### src/rtl/mem_arb_pkg.sv
// Shared types for the I/D-cache slow-memory port arbiter.
package mem_arb_pkg;

  typedef enum logic [1:0] {
    IDLE    = 2'd0,
    BUSY    = 2'd1,
    RELEASE = 2'd2
  } arb_state_t;

  typedef enum logic {
    CL_I = 1'b0,
    CL_D = 1'b1
  } client_t;

  function automatic client_t other_client(input client_t c);
    return (c == CL_I) ? CL_D : CL_I;
  endfunction

endpackage

### src/rtl/mem_arb_pick.sv
// Combinational winner select between the I-cache and D-cache requesters.
module mem_arb_pick import mem_arb_pkg::*; #(
  parameter int unsigned RR_MODE  = 0,
  parameter int unsigned MAX_WAIT = 4,
  parameter int unsigned CNT_W    = 3
) (
  input  logic             req_I,
  input  logic             req_D,
  input  client_t          last,
  input  logic [CNT_W-1:0] wait_cnt,
  input  logic             lock,
  output logic             win_vld,
  output client_t          win
);

  always_comb begin
    win_vld = lock | req_I | req_D;
    win     = CL_I;
    if (lock) begin
      win = CL_D;
    end else if (req_I && req_D) begin
      if (RR_MODE != 0)
        win = other_client(last);
      else
        win = (wait_cnt == CNT_W'(MAX_WAIT)) ? CL_I : CL_D;
    end else if (req_D) begin
      win = CL_D;
    end
  end

endmodule

### src/rtl/mem_port_arbiter.sv
// Shares one slow-memory port between I-cache and D-cache, one block transaction at a time.
module mem_port_arbiter import mem_arb_pkg::*; #(
  parameter int unsigned ADDR_W   = 28,
  parameter int unsigned DATA_W   = 128,
  parameter int unsigned RR_MODE  = 0,
  parameter int unsigned MAX_WAIT = 4
) (
  input  logic              clk,
  input  logic              proc_reset,
  input  logic              mem_read_I,
  input  logic              mem_write_I,
  input  logic [ADDR_W-1:0] mem_addr_I,
  input  logic [DATA_W-1:0] mem_wdata_I,
  output logic [DATA_W-1:0] mem_rdata_I,
  output logic              mem_ready_I,
  input  logic              mem_read_D,
  input  logic              mem_write_D,
  input  logic [ADDR_W-1:0] mem_addr_D,
  input  logic [DATA_W-1:0] mem_wdata_D,
  output logic [DATA_W-1:0] mem_rdata_D,
  output logic              mem_ready_D,
  output logic              mem_read,
  output logic              mem_write,
  output logic [ADDR_W-1:0] mem_addr,
  output logic [DATA_W-1:0] mem_wdata,
  input  logic [DATA_W-1:0] mem_rdata,
  input  logic              mem_ready
);

  localparam int unsigned CNT_W = $clog2(MAX_WAIT + 1);

  arb_state_t       state, state_nxt;
  client_t          grant, last, win;
  logic [CNT_W-1:0] wait_cnt;
  logic             prev_dwrite;
  logic             req_I, req_D, lock, win_vld, arb;

  assign req_I = mem_read_I | mem_write_I;
  assign req_D = mem_read_D | mem_write_D;
  // A D write-back followed by its refill read must not be split by an I grant.
  assign lock  = (state == RELEASE) && prev_dwrite && mem_read_D;
  assign arb   = (state != BUSY) && win_vld;

  mem_arb_pick #(
    .RR_MODE  (RR_MODE),
    .MAX_WAIT (MAX_WAIT),
    .CNT_W    (CNT_W)
  ) u_pick (
    .req_I    (req_I),
    .req_D    (req_D),
    .last     (last),
    .wait_cnt (wait_cnt),
    .lock     (lock),
    .win_vld  (win_vld),
    .win      (win)
  );

  always_comb begin
    state_nxt = state;
    case (state)
      IDLE:    if (win_vld) state_nxt = BUSY;
      BUSY:    if (mem_ready) state_nxt = RELEASE;
      RELEASE: state_nxt = win_vld ? BUSY : IDLE;
      default: state_nxt = IDLE;
    endcase
  end

  always_ff @(posedge clk) begin
    if (proc_reset) begin
      state       <= IDLE;
      grant       <= CL_I;
      last        <= CL_I;
      wait_cnt    <= '0;
      prev_dwrite <= 1'b0;
      mem_read    <= 1'b0;
      mem_write   <= 1'b0;
      mem_addr    <= '0;
      mem_wdata   <= '0;
    end else begin
      state <= state_nxt;
      if (arb) begin
        grant <= win;
        if (win == CL_D) begin
          mem_addr  <= mem_addr_D;
          mem_wdata <= mem_wdata_D;
          mem_write <= mem_write_D;
          mem_read  <= mem_read_D & ~mem_write_D;
        end else begin
          mem_addr  <= mem_addr_I;
          mem_wdata <= mem_wdata_I;
          mem_write <= mem_write_I;
          mem_read  <= mem_read_I & ~mem_write_I;
        end
      end else if (state == BUSY && mem_ready) begin
        mem_read    <= 1'b0;
        mem_write   <= 1'b0;
        last        <= grant;
        prev_dwrite <= (grant == CL_D) && mem_write;
      end
      if (RR_MODE == 0) begin
        if (!req_I)
          wait_cnt <= '0;
        else if (arb && win == CL_I)
          wait_cnt <= '0;
        else if (arb && wait_cnt != CNT_W'(MAX_WAIT))
          wait_cnt <= wait_cnt + CNT_W'(1);
      end else begin
        wait_cnt <= '0;
      end
    end
  end

  assign mem_ready_I = mem_ready && (state == BUSY) && (grant == CL_I);
  assign mem_ready_D = mem_ready && (state == BUSY) && (grant == CL_D);
  assign mem_rdata_I = mem_rdata;
  assign mem_rdata_D = mem_rdata;

endmodule

### config.mk
export PLATFORM = sky130hd
export DESIGN_NAME = mem_port_arbiter
export DESIGN_NICKNAME = d
export VERILOG_FILES = /design/src/rtl/mem_arb_pkg.sv /design/src/rtl/mem_arb_pick.sv /design/src/rtl/mem_port_arbiter.sv
export SDC_FILE = /design/constraint.sdc
export NUM_CORES = 1
export LEC_CHECK = 0
export CAP_MARGIN = 20
export CORE_AREA = 2 2 334 336
export DETAILED_ROUTE_END_ITERATION = 8
export DIE_AREA = 0 0 336 338
export PLACE_DENSITY_LB_ADDON = 0.25
export REMOVE_ABC_BUFFERS = 1
export SLEW_MARGIN = 25
export SYNTH_ARGS = -nofsm -noshare
export SYNTH_HDL_FRONTEND = slang
export SYNTH_SLANG_ARGS = --single-unit
### constraint.sdc
create_clock -name clk -period 2.6 [get_ports clk]
set_clock_uncertainty 0.1 [all_clocks]
set_input_delay 0.26 -clock clk [delete_from_list [all_inputs] [get_ports clk]]
set_output_delay 0.26 -clock clk [all_outputs]
set_load 0.005 [all_outputs]
# Word level (Yosys, flattened, before mapping)
# Cells that the tools add are included.
# op_classes
addsub,1
eq_ne,7
mux,15
bitwise_logic,12
n_reduce_logical,15
# ops
op,count
2-to-1 mux 128 bit,1
2-to-1 mux 28 bit,1
logical AND 1 bit,10
2-to-1 mux 1 bit,10
NOT 1 bit,6
case mux 2 bit (3 select lines),1
2-to-1 mux 2 bit,2
"!= test 2 bit, second input constant",2
OR 1 bit,4
AND reduction 2 bit,2
"adder 3 x 1 -> 3 bit, second input constant",1
"== test 3 bit, second input constant",1
"!= test 3 bit, second input constant",1
OR reduction 3 bit,1
bitwise AND 1 bit,2
"== test 2 x 1 -> 1 bit, second input constant",1
"== test 2 bit, second input constant",1
zero test 2 bit,1
"!= test 2 x 1 -> 1 bit, second input constant",1
nonzero test 2 bit,1
# word_totals
reg_bits,165
in_bits,447
out_inout_bits,416
word_cells,58

# Depth between registers and ports, before layout
# logic_depth
ltp_word,8
mapped_depth,8
mapped_depth_nobuf,6

# By module
# A second synthesis with hierarchy kept.
# unflattened
cells_unflattened,1030
hier_area_um2,10172.3
# by_module_without_submodules
module,n_inst,cells_per_inst,area_each_um2,seq_area_each_um2
mem_port_arbiter,1,1027,10146.0,3323.2
mem_arb_pick,1,3,26.3,0.0

# Worst setup path before layout
# No wires, ideal clock.
# synth_path
path_type,register to register
startpoint,register wait_cnt[0]
endpoint,register mem_wdata[58]
setup_ns,0.122
arrival_ns,1.627
t_required_ns,2.378
slack_ns,0.751
path_stages_with_launch,9
n_path_buf,2
period_less_slack_ns,1.849
cell_sequence,dfxtp_1 inv_1 ha_1 a2bb2oi_1 nor4_4 buf_2 clkbuf_2 and2_1 a221o_1
# synth_between
elab_chain_len,5
# synth_lines
item,line_no,rtl
"start, declared",mem_port_arbiter.sv:34,logic [CNT_W-1:0] wait_cnt;
"start signal, assigned",mem_port_arbiter.sv:106,wait_cnt <= wait_cnt + CNT_W'(1);
== test 3 bit,mem_arb_pick.sv:25,win = (wait_cnt == CNT_W'(MAX_WAIT)) ? CL_I : CL_D;
2-to-1 mux 1 bit,mem_arb_pick.sv:25,
2-to-1 mux 1 bit,mem_arb_pick.sv:21,end else if (req_I && req_D) begin
2-to-1 mux 1 bit,mem_arb_pick.sv:19,if (lock) begin
2-to-1 mux 128 bit,mem_port_arbiter.sv:83,if (win == CL_D) begin
"end signal, assigned",mem_port_arbiter.sv:85,mem_wdata <= mem_wdata_D;
"end signal, assigned",mem_port_arbiter.sv:90,mem_wdata <= mem_wdata_I;
"end, declared",mem_port_arbiter.sv:25,"output logic [DATA_W-1:0] mem_wdata,"
# No other way between the ends.
# A chain may end at the register's enable or synchronous reset.

# Worst setup path after layout
# layout_path
startpoint,register state[0]
endpoint,output port mem_ready_I
# layout_between
elab_chain_len,3
# layout_lines
item,line_no,rtl
"start, declared",mem_port_arbiter.sv:32,"arb_state_t state, state_nxt;"
"start signal, assigned",mem_port_arbiter.sv:80,state <= state_nxt;
== test 2 x 1 -> 1 bit,mem_port_arbiter.sv:113,assign mem_ready_I = mem_ready && (state == BUSY) && (grant == CL_I);
logical AND 1 bit (2 in series),mem_port_arbiter.sv:113,
"end, declared",mem_port_arbiter.sv:15,"output logic mem_ready_I,"
# No other way between the ends.

==> summary.md <==
| Metric | Value |
|---|---|
| Status | `complete, no violations` |
| Vias in the first global route | `between 7000 and 8000` |
| Total of max-cap violations | `0` |
| Final setup viols | `0` |
| CP Launch Type | `flip-flop` |
| Port bufs | `478` |
| Final core utilization | `12.6%` |
| Clk sinks | `~170` |
| CTS tree | `done` |
| Clock share of power | `37.5%` |
| Worst skew pair latency | `around 480 ps` |
| Reg area | `between 3000 and 4000 µm²` |
| Crit path max-delay family | `simple AND/OR/NAND/NOR gates` |
| Routed length per placed instance | `approximately 30 µm` |
| Gpl congestion | `roughly 0.74` |
| Global-route wire length before repair | `~94 mm` |
| Net count, final | `between 1500 and 2000` |
| Power Density | `just over 500 nW/µm²` |
| CTS Buf Count | `17` |
| CP endpoint kind | `output port` |
| Setup ws final | `269 ps` |
| Area of the multi-input gates | `~2900 µm²` |
| Part of the power in registers | `a little over 40%` |
| Pleak | `4.80 nW` |
| Core area | `110000 µm²` |
| Switching power | `between 0.0015 and 0.002 W` |
| Starting density of the core | `roughly 7.6%` |
| Final period utilization | `roughly nine tenths` |
| Die Ht | `338 µm` |
| Most frequent cells in the layout | `clkdlybuf4s50_1, dfxtp_1, and2_1` |
| Grt total ovfl | `0` |
| Actual slew at the worst max-slew pin | `approximately 600 ps` |
| Fillers | `approximately 13000` |
| IO Pins | `about 860` |
| Syn_area_per_cell | `between 10 and 15 µm²` |
| Post-layout min period | `2330 ps` |
| HP Class | `in2reg` |
| Critical path class | `reg2out` |
| Full die area | `between 100000 and 150000 µm²` |
| Area growth from synthesis to layout | `65.0%` |
| Commonest non-fill, non-tap cell in the layout | `clkdlybuf4s50_1` |
| CP cell instances | `nor2b_2 > nand2_1 > nor2_1 > clkdlybuf4s50_1` |
| Max incr delay on CP | `560 ps` |
| Root Driver | `clkbuf_16` |
| P_int | `0.00519 W` |
| Setup tns final | `0 ps` |
| Slew Limit Headroom | `about three fifths` |
| Initial antenna violation count | `3` |
| Site Rows | `around 120` |
| HPWL Detailed | `between 50 and 60 mm` |
| RSZ-0062 raised after global routing | `false` |
| FMAX | `between 0.4 and 0.5 GHz` |
| CP Max Fanout | `6` |
| Post-synth cell types | `35` |
| Max Buffers Root-to-Sink | `2` |
| Largest net degree at the start of global routing | `between 70 and 80` |
| WP data required | `between 2000 and 2500 ps` |
| Remaining DRCs | `0` |
| Post-route design area | `approximately 14000 µm²` |
| Critical-path top delay cell | `clkdlybuf4s50_1` |
| Total GRT Usage | `a little over an eighth` |
| Placement Setup Slack | `~85 ps` |
| Hold Vio Cnt, Final | `0` |
| Routed vias/inst | `3.06` |
| Inserted Diodes | `0` |
| Placed cells | `about 2500` |
| Synth warn | `0` |
| Initial DRC Count | `420` |
| Seq/Total Area, Yosys | `around two fifths` |
| CTS H-tree depth | `4` |
| Die width | `336 µm` |
| Number of synthesized register bits | `~170` |
| Placed Area | `~13000 µm²` |
| Mapped Cells | `about 840` |
| Final WL | `around 76 mm` |
| Crit path DAT | `1970 ps` |
| Post-Layout Cell Count | `about 2600` |
| WP buf/inv | `1` |
| CTS clk-pin slew, worst paths | `around 80 ps` |
| Combinational Power Share | `21.9%` |
| Via count | `7837` |
| Fraction of power spent switching nets | `27.6%` |
| Layout cell share with drive strength beyond 1 | `under 10%` |
| Peak supply drop | `approximately 0.53 mV` |
| ANT nets after route | `0` |
| DRT Pass-1 Iters | `5` |
| Final Slew Violations | `0` |
| Post-Syn Area | `8390 µm²` |
[worst register-to-register path: stages, from the launching register on]
cell       delay [ps]
dfxtp_1           370
inv_1              60
ha_1              240
a2bb2oi_1         320
nor4_4            120
buf_12            180
and2_1            330
buf_12            140
a221o_1           260
[power groups by stage]
| stage | logic [W] | clock network [W] | registers (W) |
|---|---|---|---|
| detailed placement | 0.00160 | 0 | 0.00296 |
| finish | 0.00157 | 0.00269 | 0.00291 |
| global placement | 0.00160 | 0 | 0.00296 |
| CTS | 0.00160 | 0.00287 | 0.00291 |
| global route | 0.00169 | 0.00293 | 0.00294 |
| floorplan | 0.000389 | 0 | 0.00296 |
[metal layers]
layer / GRT usage [%] / part of all wire (%) / vias to the layer above
met5: 11.4 / 2.4 / -
met1: 13.7 / 38 / 3574
met3: 15.3 / 24 / 77
li1: - / - / 3179
met2: 15.7 / 34 / 975
met4: 3.48 / 1.5 / 32
[layout make-up]
class / instances / area share, %
Timing Repair Buffer: 512 / 37.6
Tap cell: 1488 / 13.5
Inverter: 4 / 0.108
Sequential cell: 165 / 23.9
Clock inverter: 12 / 0.850
Clock buffer: 19 / 3.20
Multi-Input combinational cell: 359 / 20.9
[through the flow]
step | total power (W) | hold slack [ps]
6_report | 0.00717 | 262
5_1_grt | 0.00756 | 212
4_1_cts | 0.00739 | 187
3_5_place_dp | 0.00456 | 365
3_3_place_gp | 0.00457 | 365
2_1_floorplan | 0.00335 | 229
[worst paths after layout]
path,start,end,slack (ps),cells past startpoint
worst max register to register,wait_cnt[0]$_SDFFE_PP0P_,mem_wdata[20]$_SDFFE_PP0P_,400,8
worst min-delay path,mem_wdata_D[116],mem_wdata[116]$_SDFFE_PP0P_,260,2
worst max-delay path,state[0]$_SDFFE_PP0P_,mem_ready_I,270,4
worst min register to register,prev_dwrite$_SDFFE_PP0P_,prev_dwrite$_SDFFE_PP0P_,370,2
[state kept, by name (all words and copies together) (netlist names)]
| register | count |
|---|---|
| mem_wdata | 128 |
| mem_addr | 28 |
| prev_dwrite | 1 |
| wait_cnt | 3 |
| mem_read | 1 |
| grant | 1 |
| mem_write | 1 |
| state | 2 |
[synthesized netlist by cell type, drive strengths merged]
| cell | number | share of area [%] |
|---|---|---|
| xnor2 | 1 | 0.10 |
| nor3 | 5 | 0.30 |
| a211oi | 1 | 0.15 |
| dfxtp | 165 | 39 |
| nor2 | 8 | 0.39 |
| a2111oi | 1 | 0.12 |
| o31a | 1 | 0.10 |
| ha | 2 | 0.30 |
| inv | 4 | 0.18 |
| mux2i | 1 | 0.12 |
| a21oi | 4 | 0.24 |
| o21bai | 1 | 0.090 |
| or2 | 1 | 0.075 |
| buf | 292 | 25 |
| a311oi | 1 | 0.10 |
| nor4 | 3 | 0.58 |
| nor2b | 2 | 0.15 |
| o21ai | 1 | 0.060 |
| nand4 | 1 | 0.075 |
| a2bb2oi | 1 | 0.10 |
| o21ba | 1 | 0.12 |
| o211ai | 1 | 0.090 |
| o21a | 1 | 0.090 |
| and4b | 2 | 0.24 |
| and2 | 157 | 12 |
| and3 | 3 | 0.22 |
| a221o | 156 | 19 |
| clkbuf | 17 | 0.84 |
| nand4b | 1 | 0.10 |
| nand2 | 2 | 0.090 |
[what timing repair did]
item | CTS | global route
setup buffers | 0 | 0
gates resized for setup | 0 | 1
setup endpoints to repair | 0 | 1
hold buffers | 0 | 0
[cells by family (layout without fill, tap and decap cells)]
| family | count (synthesis) | count (layout) | synth area share [%] |
|---|---|---|---|
| DFF | 165 | 165 | 39.4 |
| buffers and inverters | 313 | 547 | 26.3 |
| adders and majority gates | 2 | 2 | 0.298 |
| and+or+nand+nor | 185 | 185 | 13.9 |
| AOI/OAI and AO/OA | 170 | 170 | 19.9 |
| muxes | 1 | 1 | 0.119 |
| xor gates and xnor gates | 1 | 1 | 0.104 |
Note: power is estimated with default switching activity, not from simulation.
